===== config.mk =====
export PLATFORM = sky130hd
export DESIGN_NAME = cp0_exc_unit
export DESIGN_NICKNAME = d
export VERILOG_FILES = /design/src/rtl/cp0_exc_unit.sv
export SDC_FILE = /design/constraint.sdc
export NUM_CORES = 1
export LEC_CHECK = 0
export ABC_AREA = 1
export ABC_CLOCK_PERIOD_IN_PS = 4750
export CORE_UTILIZATION = 50
export CTS_CLUSTER_DIAMETER = 120
export DETAILED_ROUTE_END_ITERATION = 8
export PLACE_DENSITY_LB_ADDON = 0.12
export SYNTH_ARGS = -nofsm -noshare
export SYNTH_HDL_FRONTEND = slang
export SYNTH_SLANG_ARGS = --single-unit

===== constraint.sdc =====
create_clock -name clk -period 4.75 [get_ports clk]
set_input_delay 0.7125 -clock clk [delete_from_list [all_inputs] [get_ports clk]]
set_output_delay 0.7125 -clock clk [all_outputs]
set_load 0.1 [all_outputs]

===== src/rtl/cp0_exc_unit.sv =====
// cp0_exc_unit: CP0 register file plus exception/interrupt controller that sits
// beside the WB stage of the 5-stage pipeline.
//   Holds Status/Cause/EPC/BadVAddr/Count/Compare and resolves one WB-stage event
//   per cycle: interrupt > exc_req (MSB first) > ERET > MTC0.
// Ports:
//   clk, resetn                 clock, synchronous active-low reset
//   wb_valid/wb_pc/wb_delay_slot/wb_dm_addr   WB instruction context
//   exc_req[6:0]                {fetch_err,inst_rsv,overflow,syscall,brk,raddr_err,waddr_err}
//   wb_eret, wb_mtc0            WB instruction kind
//   cp0_addr, cp0_wdata         {rd,sel} for MFC0/MTC0 and MTC0 data
//   cp0_rdata                   MFC0 data (pre-update, combinational)
//   hw_int                      asynchronous level interrupt lines
//   exc_valid, exc_pc, cancel   IF redirect and pipeline flush
//   wb_commit_ok                0 blocks architectural write-back of the WB instruction
module cp0_exc_unit #(
  parameter int unsigned NUM_HW_INT = 6,
  parameter int unsigned COUNT_DIV  = 2,
  parameter logic [31:0] EXC_VECTOR = 32'hBFC00380
) (
  input  logic                  clk,
  input  logic                  resetn,
  input  logic                  wb_valid,
  input  logic [31:0]           wb_pc,
  input  logic                  wb_delay_slot,
  input  logic [31:0]           wb_dm_addr,
  input  logic [6:0]            exc_req,
  input  logic                  wb_eret,
  input  logic                  wb_mtc0,
  input  logic [7:0]            cp0_addr,
  input  logic [31:0]           cp0_wdata,
  output logic [31:0]           cp0_rdata,
  input  logic [NUM_HW_INT-1:0] hw_int,
  output logic                  exc_valid,
  output logic [31:0]           exc_pc,
  output logic                  cancel,
  output logic                  wb_commit_ok
);

  localparam int unsigned   PW         = (COUNT_DIV > 1) ? $clog2(COUNT_DIV) : 1;
  localparam logic [PW-1:0] PRESC_LAST = PW'(COUNT_DIV - 1);

  localparam logic [4:0] REG_BADVADDR = 5'd8;
  localparam logic [4:0] REG_COUNT    = 5'd9;
  localparam logic [4:0] REG_COMPARE  = 5'd11;
  localparam logic [4:0] REG_STATUS   = 5'd12;
  localparam logic [4:0] REG_CAUSE    = 5'd13;
  localparam logic [4:0] REG_EPC      = 5'd14;

  typedef enum logic [2:0] {EV_NONE, EV_INT, EV_EXC, EV_ERET, EV_MTC0} event_e;

  logic [NUM_HW_INT-1:0] hw_s1_q, hw_s2_q;
  logic [7:0]  im_q, im_d;
  logic        exl_q, exl_d, ie_q, ie_d;
  logic        bd_q, bd_d, ti_q, ti_d;
  logic [1:0]  ip_sw_q, ip_sw_d;
  logic [4:0]  exc_code_q, exc_code_d;
  logic [31:0] epc_q, epc_d, badvaddr_q, badvaddr_d;
  logic [31:0] count_q, count_d, compare_q, compare_d;
  logic [PW-1:0] presc_q, presc_d;

  logic [7:0]  ip;
  logic        int_pend, presc_tick, wr_en;
  logic [4:0]  exc_code_sel;
  logic        sel_fetch, sel_daddr;
  event_e      ev;

  // Hardware IP bits follow the synchronised lines directly; only TI is sticky.
  always_comb begin
    ip                  = '0;
    ip[1:0]             = ip_sw_q;
    ip[2 +: NUM_HW_INT] = hw_s2_q;
    ip[7]               = ip[7] | ti_q;
  end

  assign int_pend = ie_q & ~exl_q & (|(im_q & ip));

  // Leftmost exc_req bit wins.
  always_comb begin
    exc_code_sel = 5'd0;
    sel_fetch    = 1'b0;
    sel_daddr    = 1'b0;
    if (exc_req[6]) begin
      exc_code_sel = 5'd4;
      sel_fetch    = 1'b1;
    end else if (exc_req[5]) begin
      exc_code_sel = 5'd10;
    end else if (exc_req[4]) begin
      exc_code_sel = 5'd12;
    end else if (exc_req[3]) begin
      exc_code_sel = 5'd8;
    end else if (exc_req[2]) begin
      exc_code_sel = 5'd9;
    end else if (exc_req[1]) begin
      exc_code_sel = 5'd4;
      sel_daddr    = 1'b1;
    end else if (exc_req[0]) begin
      exc_code_sel = 5'd5;
      sel_daddr    = 1'b1;
    end
  end

  always_comb begin
    ev = EV_NONE;
    if (wb_valid) begin
      if (int_pend)      ev = EV_INT;
      else if (|exc_req) ev = EV_EXC;
      else if (wb_eret)  ev = EV_ERET;
      else if (wb_mtc0)  ev = EV_MTC0;
    end
  end

  assign exc_valid    = (ev == EV_INT) || (ev == EV_EXC) || (ev == EV_ERET);
  assign exc_pc       = (ev == EV_ERET) ? epc_q : EXC_VECTOR;
  assign cancel       = exc_valid;
  assign wb_commit_ok = ~(wb_valid & (int_pend | (|exc_req)));
  assign wr_en        = (ev == EV_MTC0) && (cp0_addr[2:0] == 3'd0);
  assign presc_tick   = (presc_q == PRESC_LAST);

  always_comb begin
    cp0_rdata = '0;
    if (cp0_addr[2:0] == 3'd0) begin
      case (cp0_addr[7:3])
        REG_BADVADDR: cp0_rdata = badvaddr_q;
        REG_COUNT:    cp0_rdata = count_q;
        REG_COMPARE:  cp0_rdata = compare_q;
        REG_STATUS:   cp0_rdata = {9'b0, 1'b1, 6'b0, im_q, 6'b0, exl_q, ie_q};
        REG_CAUSE:    cp0_rdata = {bd_q, ti_q, 14'b0, ip, 1'b0, exc_code_q, 2'b0};
        REG_EPC:      cp0_rdata = epc_q;
        default:      cp0_rdata = '0;
      endcase
    end
  end

  always_comb begin
    im_d       = im_q;
    exl_d      = exl_q;
    ie_d       = ie_q;
    bd_d       = bd_q;
    ti_d       = ti_q;
    ip_sw_d    = ip_sw_q;
    exc_code_d = exc_code_q;
    epc_d      = epc_q;
    badvaddr_d = badvaddr_q;
    compare_d  = compare_q;
    count_d    = count_q;
    presc_d    = presc_tick ? '0 : presc_q + PW'(1);

    // Count write beats the prescaled increment and cannot raise TI by itself.
    if (wr_en && cp0_addr[7:3] == REG_COUNT) begin
      count_d = cp0_wdata;
      presc_d = '0;
    end else if (presc_tick) begin
      count_d = count_q + 32'd1;
      if (count_q + 32'd1 == compare_q) ti_d = 1'b1;
    end

    case (ev)
      EV_INT, EV_EXC: begin
        exl_d      = 1'b1;
        exc_code_d = (ev == EV_INT) ? 5'd0 : exc_code_sel;
        // Nested exception keeps the original return point.
        if (!exl_q) begin
          bd_d  = wb_delay_slot;
          epc_d = wb_delay_slot ? wb_pc - 32'd4 : wb_pc;
        end
        if (ev == EV_EXC && sel_fetch) badvaddr_d = wb_pc;
        if (ev == EV_EXC && sel_daddr) badvaddr_d = wb_dm_addr;
      end
      EV_ERET: exl_d = 1'b0;
      default: ;
    endcase

    if (wr_en) begin
      case (cp0_addr[7:3])
        REG_COMPARE: begin
          compare_d = cp0_wdata;
          ti_d      = 1'b0;
        end
        REG_STATUS: begin
          im_d  = cp0_wdata[15:8];
          exl_d = cp0_wdata[1];
          ie_d  = cp0_wdata[0];
        end
        REG_CAUSE: ip_sw_d = cp0_wdata[9:8];
        REG_EPC:   epc_d   = cp0_wdata;
        default: ;
      endcase
    end
  end

  always_ff @(posedge clk) begin
    if (!resetn) begin
      hw_s1_q    <= '0;
      hw_s2_q    <= '0;
      im_q       <= '0;
      exl_q      <= 1'b0;
      ie_q       <= 1'b0;
      bd_q       <= 1'b0;
      ti_q       <= 1'b0;
      ip_sw_q    <= '0;
      exc_code_q <= '0;
      epc_q      <= '0;
      badvaddr_q <= '0;
      count_q    <= '0;
      compare_q  <= '0;
      presc_q    <= '0;
    end else begin
      hw_s1_q    <= hw_int;
      hw_s2_q    <= hw_s1_q;
      im_q       <= im_d;
      exl_q      <= exl_d;
      ie_q       <= ie_d;
      bd_q       <= bd_d;
      ti_q       <= ti_d;
      ip_sw_q    <= ip_sw_d;
      exc_code_q <= exc_code_d;
      epc_q      <= epc_d;
      badvaddr_q <= badvaddr_d;
      count_q    <= count_d;
      compare_q  <= compare_d;
      presc_q    <= presc_d;
    end
  end

endmodule

; ---- After elaboration in Yosys (flattened, before gate mapping)
; Cells that the tools add are included.
[totals]
regBits = 160
input_bits = 123
out_inout_bits = 67
wordCells = 96
[op_classes]
addsub = 3
n_eq_ne = 11
n_mux = 41
bitwise_logic = 9
reduce_logical = 18
[ops]
columns = op, n
row1 = $mux W32, 11
row2 = $pmux W32 S6, 1
row3 = $add A32 B1 Y32 const B, 1
row4 = $eq A32 B32 Y1, 1
row5 = $sub A32 B3 Y32 const B, 1
row6 = $eq A5 B4 Y1 const B, 6
row7 = $mux W3, 7
row8 = $mux W4, 5
row9 = $mux W1, 15
row10 = $reduce_and A2 Y1, 5
row11 = $and A8 B8 Y8, 1
row12 = $reduce_or A8 Y1, 1
row13 = $reduce_or A7 Y1, 1
row14 = $eq A3 B2 Y1 const B, 2
row15 = $mux W5, 1
row16 = $logic_and A1 B1 Y1, 4
row17 = $reduce_bool A2 Y1, 2
row18 = $and A1 B1 Y1, 3
row19 = $eq A3 B1 Y1 const B, 1
row20 = $eq A3 B3 Y1 const B, 1
row21 = $logic_not A3 Y1, 1
row22 = $not A1 Y1, 3
row23 = $reduce_or A3 Y1, 1
row24 = $logic_or A1 B1 Y1, 2
row25 = other kinds (4), 5

; ---- Longest topological paths before layout
; Gate-level depths: netlist (run 1).
[logic_depth]
depth_word = 12
mapped_depth = 16
depth_no_buf = 15

; ---- Worst setup path after synthesis (run 1)
; No wires, ideal clock.
[synth_path]
kind = in2out
start = in exc_req[6]
end = out exc_valid
arrival_time_ps = 5421
setup_slack_ps = -1383
cell_stages = 6
path_buffers = 2
cell_sequence = buf_2 nor2_4 nand3_1 o21ai_0 nand2_1 buf_4
[synth_between]
elab_chain_cells = 7
word_cells_on_any_way = 9
cone_classes = eq/ne (3) / mux (3) / reduce/logical (3)
[synth_rtl]
columns = item, line
row1 = "start, declared", 26  ; input logic [6:0] exc_req,
row2 = $reduce_or A7 Y1 (*), 106  ; else if (|exc_req) ev = EV_EXC;
row3 = $mux W3 (*), 106
row4 = $mux W3 (*), 105  ; if (int_pend) ev = EV_INT;
row5 = $mux W3 (*), 104  ; if (wb_valid) begin
row6 = $eq A3 B1 Y1 or $eq A3 B2 Y1 (tied branches), 112  ; assign exc_valid = (ev == EV_INT) || (ev == EV_EXC) || (ev == EV_ERET);
row7 = $logic_or A1 B1 Y1, 112
row8 = $logic_or A1 B1 Y1 (*), 112
row9 = "end, declared", 33  ; output logic exc_valid,
; Every way passes the cells marked *; elsewhere a longest branch is shown, timed or not.

; ---- Worst setup path in the final report (run 1)
[layout_path]
start = in cp0_addr[3]
end = out cp0_rdata[15]
[layout_between]
elab_chain_cells = 3
word_cells_on_any_way = 8
cone_classes = eq/ne (6) / mux (2)
[layout_rtl]
columns = item, line
row1 = "start, declared", 29  ; input logic [7:0] cp0_addr,
row2 = $eq A5 B4 Y1, 122  ; case (cp0_addr[7:3])
row3 = $pmux W32 S6 (*), 122
row4 = $mux W32 (*), 121  ; if (cp0_addr[2:0] == 3'd0) begin
row5 = "end, declared", 31  ; output logic [31:0] cp0_rdata,
; Marked as above.

==> results of run 1 <==
## sequential cells by signal (all words and copies together), names as in the netlist
signal / count
badvaddr_q: 32
compare_q: 32
count_q: 32
epc_q: 32
im_q: 8
hw_s1_q: 6
hw_s2_q: 6
exc_code_q: 4
ip_sw_q: 2
bd_q: 1
exl_q: 1
ie_q: 1
presc_q: 1
ti_q: 1
## final cells by class
type	count	share of cell area, %
clock buffers	18	3.38
inverters	272	7.87
diodes	2	0.0386
flip-flops and latches	159	24.5
multi-input cells	1107	43.7
well taps	265	2.55
repair buffers	202	16.5
clock inverters	14	1.40
## cell usage after synthesis, types with 2 or more instances
cell      instances
a211oi_1         27
a21oi_1          64
a221oi_1         29
a22o_1            3
a31oi_1          16
buf_1             6
buf_2            31
buf_4             2
clkbuf_1         37
clkinv_1          4
dfxtp_1         159
ha_1              2
inv_1           258
inv_2            10
nand2_1         374
nand2_2           6
nand3_1          91
nand3_2           3
nand3b_1          9
nand4_1           6
nor2_1          178
nor2_2            9
nor2_4           11
nor3_1           26
nor3_2            2
o211ai_1         78
o21ai_0          90
o21ai_1           3
o221ai_1          9
o22ai_1          32
o311ai_0          2
or2_2             3
xnor3_1           2
xor2_1           24
## metrics by stage
step           cell area [um2]  setup WS, ns  cells  hold WS [ns]
6_report                 13000         0.770   2039         0.414
4_1_cts                  13000         0.865   2037         0.412
2_1_floorplan            10200         0.602   1614         0.390
5_1_grt                  13000         0.606   2039         0.434
3_3_place_gp             12400         0.898   2005         0.391
3_5_place_dp             12400         0.874   2005         0.398
## cells in the final DEF, fill, tap and decap left out, drive strengths merged, types with 9 or more instances in the layout
master         netlist  layout
nand3b               9       9
o22ai               32      32
nand2              381     381
nor3                29      29
a221oi              30      30
o221ai               9       9
clkbuf              37      18
a31oi               16      16
o21ai               93      93
a211oi              27      27
nor2               198     198
dfxtp              159     159
inv                268     272
clkdlybuf4s50        0     121
o211ai              78      78
xor2                24      24
a21oi               64      64
buf                 39      81
nand3               94      94
## power groups by stage
stage / clock, mW / combinational (mW) / sequential, mW
4_1_cts: 1.47 / 0.388 / 1.41
5_1_grt: 1.53 / 0.427 / 1.41
2_1_floorplan: 0 / 0.203 / 1.42
3_5_place_dp: 0 / 0.386 / 1.44
3_3_place_gp: 0 / 0.381 / 1.44
6_report: 1.47 / 0.396 / 1.41
## metal layers
layer,track usage (%),share of wire [%],up-vias
li1,-,-,5610
met3,7.47,11,102
met1,53.2,43,5362
met4,16.3,4.4,0
met5,0,0,-
met2,54.9,42,683
## cells by family after synthesis
family,Yosys count,share of synthesized area (%)
flops,159,31.2
xor+xnor,26,2.50
compound gates,357,22.5
buf+inv,348,13.3
simple gates,722,30.3
fa+ha+maj,2,0.245
## critical path: cells and delay by family
kind,cells,cell delay [ns]
compound gates,3,0.69
buf+inv,5,1.17
simple gates,3,0.68
## worst paths after layout
| check | from | endpoint | slack, ns | depth (start not counted) |
|---|---|---|---|---|
| worst max-delay path | cp0_addr[3] | cp0_rdata[15] | 0.77 | 11 |
| worst max register to register | hw_s2_q[5]$_SDFF_PN0_ | count_q[27]$_SDFFE_PN0P_ | 1.87 | 10 |
| worst min register to register | hw_s1_q[4]$_SDFF_PN0_ | hw_s2_q[4]$_SDFF_PN0_ | 0.41 | 2 |
| worst min-delay path | hw_s1_q[4]$_SDFF_PN0_ | hw_s2_q[4]$_SDFF_PN0_ | 0.41 | 2 |
==> qor.yml, run 1 <==
status: "finished clean"
cellPowerDensity_nw_per_um2: 252
wire_per_inst_um: 18.9
vias: 11800
path_class: "primary input to primary output"
yosysTopAreaCell: "dfxtp_1"
period_share_pct: 83.8
clkTransAtPathRegs_ns: 0.06
crit_path_top_delay_cell: "nor2_2"
fin_setup_tns_ns: 0
setup_viol: 0
yosysWarnings: 0
hp-class: "register to register"
cts_sinks: 159
ant_nets: 0
die_height_um: 145
dp_hpwl_mm: 29.5
power_frac_seq_pct: 43.0
synth_edf_count: 0
layout_min_cycle_time_ns: 3.98
fp-row-count: 51
dr.pass1.iters: 5
overflow: 0
drv_slew: 0
synth-seq-area-share_pct: 31.2
grt_pass1_wl_mm: 58.4
synth_cell_types: 42
drc: 0
post_cts_resize_count: 0
clockRootBuffer: "clkbuf_16"
sw_frac_of_total_pct: 27.2
synth.area.top_cells: "dfxtp_1 (31%), nand2_1 (14%), inv_1 (9.5%), nor2_1 (6.6%), o211ai_1 (5.7%)"
syn_inst: 1614
synth-main-ff-cell: "dfxtp_1"
p_leak_nw: 5.55
yosysTopAreaCellShare_pct: 31.2
worstSetupEndpointType: "primary output"
grt_pass1_vias: 10600
max_stage_delay_ns: 0.46
place.gp.congestion: 0.964
clkPwrFrac_pct: 44.9
cts_made_buffers: 17
die_width_um: 145
crit_arrival_ns: 3.27
drive_gt1_share_pct: 9.20
synth.ff_latch_count: 159
cts_setup_buffers: 0
pwr-share-comb_pct: 12.1
fillCellCount: 1775
antenna_found_initial: 2
crit_fanout: 25
syn-cell-area_um2: 10200
utilization_pct: 65.8
avgSynthCellArea_um2: 6.32
power_mw: 3.28
start_kind: "primary input"
critical_path_required_ns: 4.04
crit_chain: "clkdlybuf4s50_1, nor2_1, inv_1, nor2_1, inv_2, nor2_2, inv_2, o22ai_1, a21oi_1, a41oi_1, buf_12"
grt_setup_unrepaired: "no"
wl_mm: 38.6
max_cap_viol_count: 0
cts_buffer_depth: 2
nNetsFinal: 1884
avgViaCountPerCell: 5.77
postSynth.asyncResetShare_pct: 0
drtIter0Drc: 1442
regArea_um2: 3180
areaGrowthSynthToFinish_pct: 27.3
portBuffers: 189
grt_max_degree: 80
clk_latency_ns: 0.44
grtUsageTotal_pct: 37.6
multi_input_area_um2: 5670
h-tree-depth: 4
synth_nets: 1739
maxSlewHeadroom_pct: 22.8
fmax_ghz: 0.251
cts_tree: "done"
finalHoldViolCount: 0
peakVddDrop_mv: 0.227
postCtsHoldBufs: 0
io_pins: 190
tightest_slew_ns: 1.16
die_area_um2: 21000
fin_skew_ns: 0.0141
net-switching-power_mw: 0.890
initial_utilization_pct: 51.7
intPower_mw: 2.39
core_area_um2: 19700
(Power assumes the default switching activity.)
==> run 2: changes to the inputs <==
ABC_CLOCK_PERIOD_IN_PS = 3870   (was 4750)
clock period = 3.87 ns   (was 4.75 ns; I/O delays follow)
==> qor.yml, run 2 (synthesis gave the netlist of run 1 again) <==
status: "finished clean"
crit_fanout: 21
overflow: 0
worstSetupEndpointType: "primary output"
maxSlewHeadroom_pct: 43.0
antenna_found_initial: 0
grt_pass1_vias: 10600
hp-class: "register to register"
cts_tree: "done"
fin_setup_tns_ns: 0
r2r_slack_ns: 1.43
drc: 0
dr.pass1.iters: 6
wire_per_inst_um: 19.5
utilization_pct: 68.3
grt_max_degree: 65
place.gp.congestion: 0.974
clk_latency_ns: 0.44
tightest_slew_ns: 0.853
io_pins: 190
cts_made_buffers: 17
use_met3_pct: 9.25
drive_gt1_share_pct: 9.66
start_kind: "primary input"
drtIter0Drc: 1362
hold_start: "hw_s1_q[0]$_SDFF_PN0_"
worstReg2RegStart: "hw_s2_q[2]$_SDFF_PN0_"
grtUsageTotal_pct: 38.6
hold_depth: 2
fmax_ghz: 0.281
layout_min_cycle_time_ns: 3.56
worstHoldEndpoint: "hw_s2_q[0]$_SDFF_PN0_"
clockRootBuffer: "clkbuf_16"
nNetsFinal: 1892
ant_nets: 0
core_area_um2: 19700
fp-row-count: 51
layout_commonest_cell: "nand2_1"
finalHoldViolCount: 0
crit_arrival_ns: 2.98
grt_pass1_wl_mm: 59.4
vias: 11800
grt_setup_unrepaired: "no"
initial_utilization_pct: 51.7
drv_slew: 0
grt_busiest_layer: "met2"
globalRouteMet2Util_pct: 58.8
num_antenna_cells: 0
cts_setup_buffers: 0
cts_buffer_depth: 2
max_cap_viol_count: 0
peakVddDrop_mv: 0.267
die_width_um: 145
die_area_um2: 21000
die_height_um: 145
rr_endpoint: "count_q[19]$_SDFFE_PN0P_"
grtUsageMet1_pct: 52.7
avgViaCountPerCell: 5.78
areaGrowthSynthToFinish_pct: 32.2
cts_sinks: 159
cellPowerDensity_nw_per_um2: 288
wl_mm: 39.9
dp_hpwl_mm: 30.4
h-tree-depth: 4
p_leak_nw: 5.70
postCtsHoldBufs: 0
reg2reg_depth: 12
fin_skew_ns: 0.0184
period_share_pct: 92.0
mostFrequentLayoutCells: "nand2_1 (372), inv_1 (258), nor2_1 (178), dfxtp_1 (159), clkdlybuf4s50_1 (121)"
path_class: "primary input to primary output"
setup_viol: 0
clkTransAtPathRegs_ns: 0.06
critical_path_required_ns: 3.29
post_cts_resize_count: 0
portBuffers: 189
[run 2: cell types whose count changed in the layout (fill, tap and decap cells not counted), sizes merged]
cell	before	now
clkinvlp	4	0
clkinv	7	9
buf	81	89
bufinv	3	0
diode	2	0
inv	272	277
[run 2: final cells by class]
class | instances | area (um2)
clock inverters | 14 | 120
inverters | 272 | 1020
flip-flops and latches | 159 | 3180
well taps | 265 | 332
clock buffers | 18 | 439
repair buffers | 210 | 2710
multi-input cells | 1107 | 5670
fillers | 1723 | 6240
[run 2: through the flow]
stage	total power, mW	cell area [um2]	hold WS [ns]	cells	worst slack, ns
after floorplan	1.99	10200	0.390	1614	0.0696
after global placement	2.25	12900	0.395	2013	0.458
after detailed placement	2.25	12900	0.398	2013	0.370
after CTS	3.88	13500	0.412	2045	0.357
after global routing	4.00	13500	0.429	2045	0.174
final	3.88	13500	0.412	2045	0.311
[run 2: power breakdown]
group | switching (mW) | internal, mW | leakage, nW | total, mW
sequential | 0.0396 | 1.69 | 1.29 | 1.73
clock | 0.784 | 0.863 | 0.281 | 1.65
combinational | 0.301 | 0.208 | 4.12 | 0.509
[run 2: metal layers]
| layer | routed length [um] | up-vias |
|---|---|---|
| li1 | - | 5627 |
| met1 | 17000 | 5396 |
| met2 | 17100 | 705 |
| met3 | 4510 | 83 |
| met4 | 1290 | 0 |
| met5 | 0 | - |
[run 2: worst max path at each step]
stage	from	to	slack (ns)	depth (start not counted)
floorplan	cp0_addr[3]	cp0_rdata[15]	0.07	10
global placement	exc_req[4]	exc_pc[7]	0.46	10
detailed placement	exc_req[5]	exc_pc[26]	0.37	10
CTS	exc_req[5]	exc_pc[26]	0.36	10
global route	exc_req[4]	exc_pc[24]	0.17	10
finish	exc_req[5]	exc_pc[26]	0.31	10
[run 2: worst max-delay path, stage by stage]
cell and delay (ns):
clkdlybuf4s50_1 0.46, inv_1 0.05, nand2_1 0.13, nor2_4 0.06, nand4_1 0.11, nor2_1 0.05, nand2_1 0.53, clkinv_1 0.52
nand2_1 0.26, buf_12 0.20
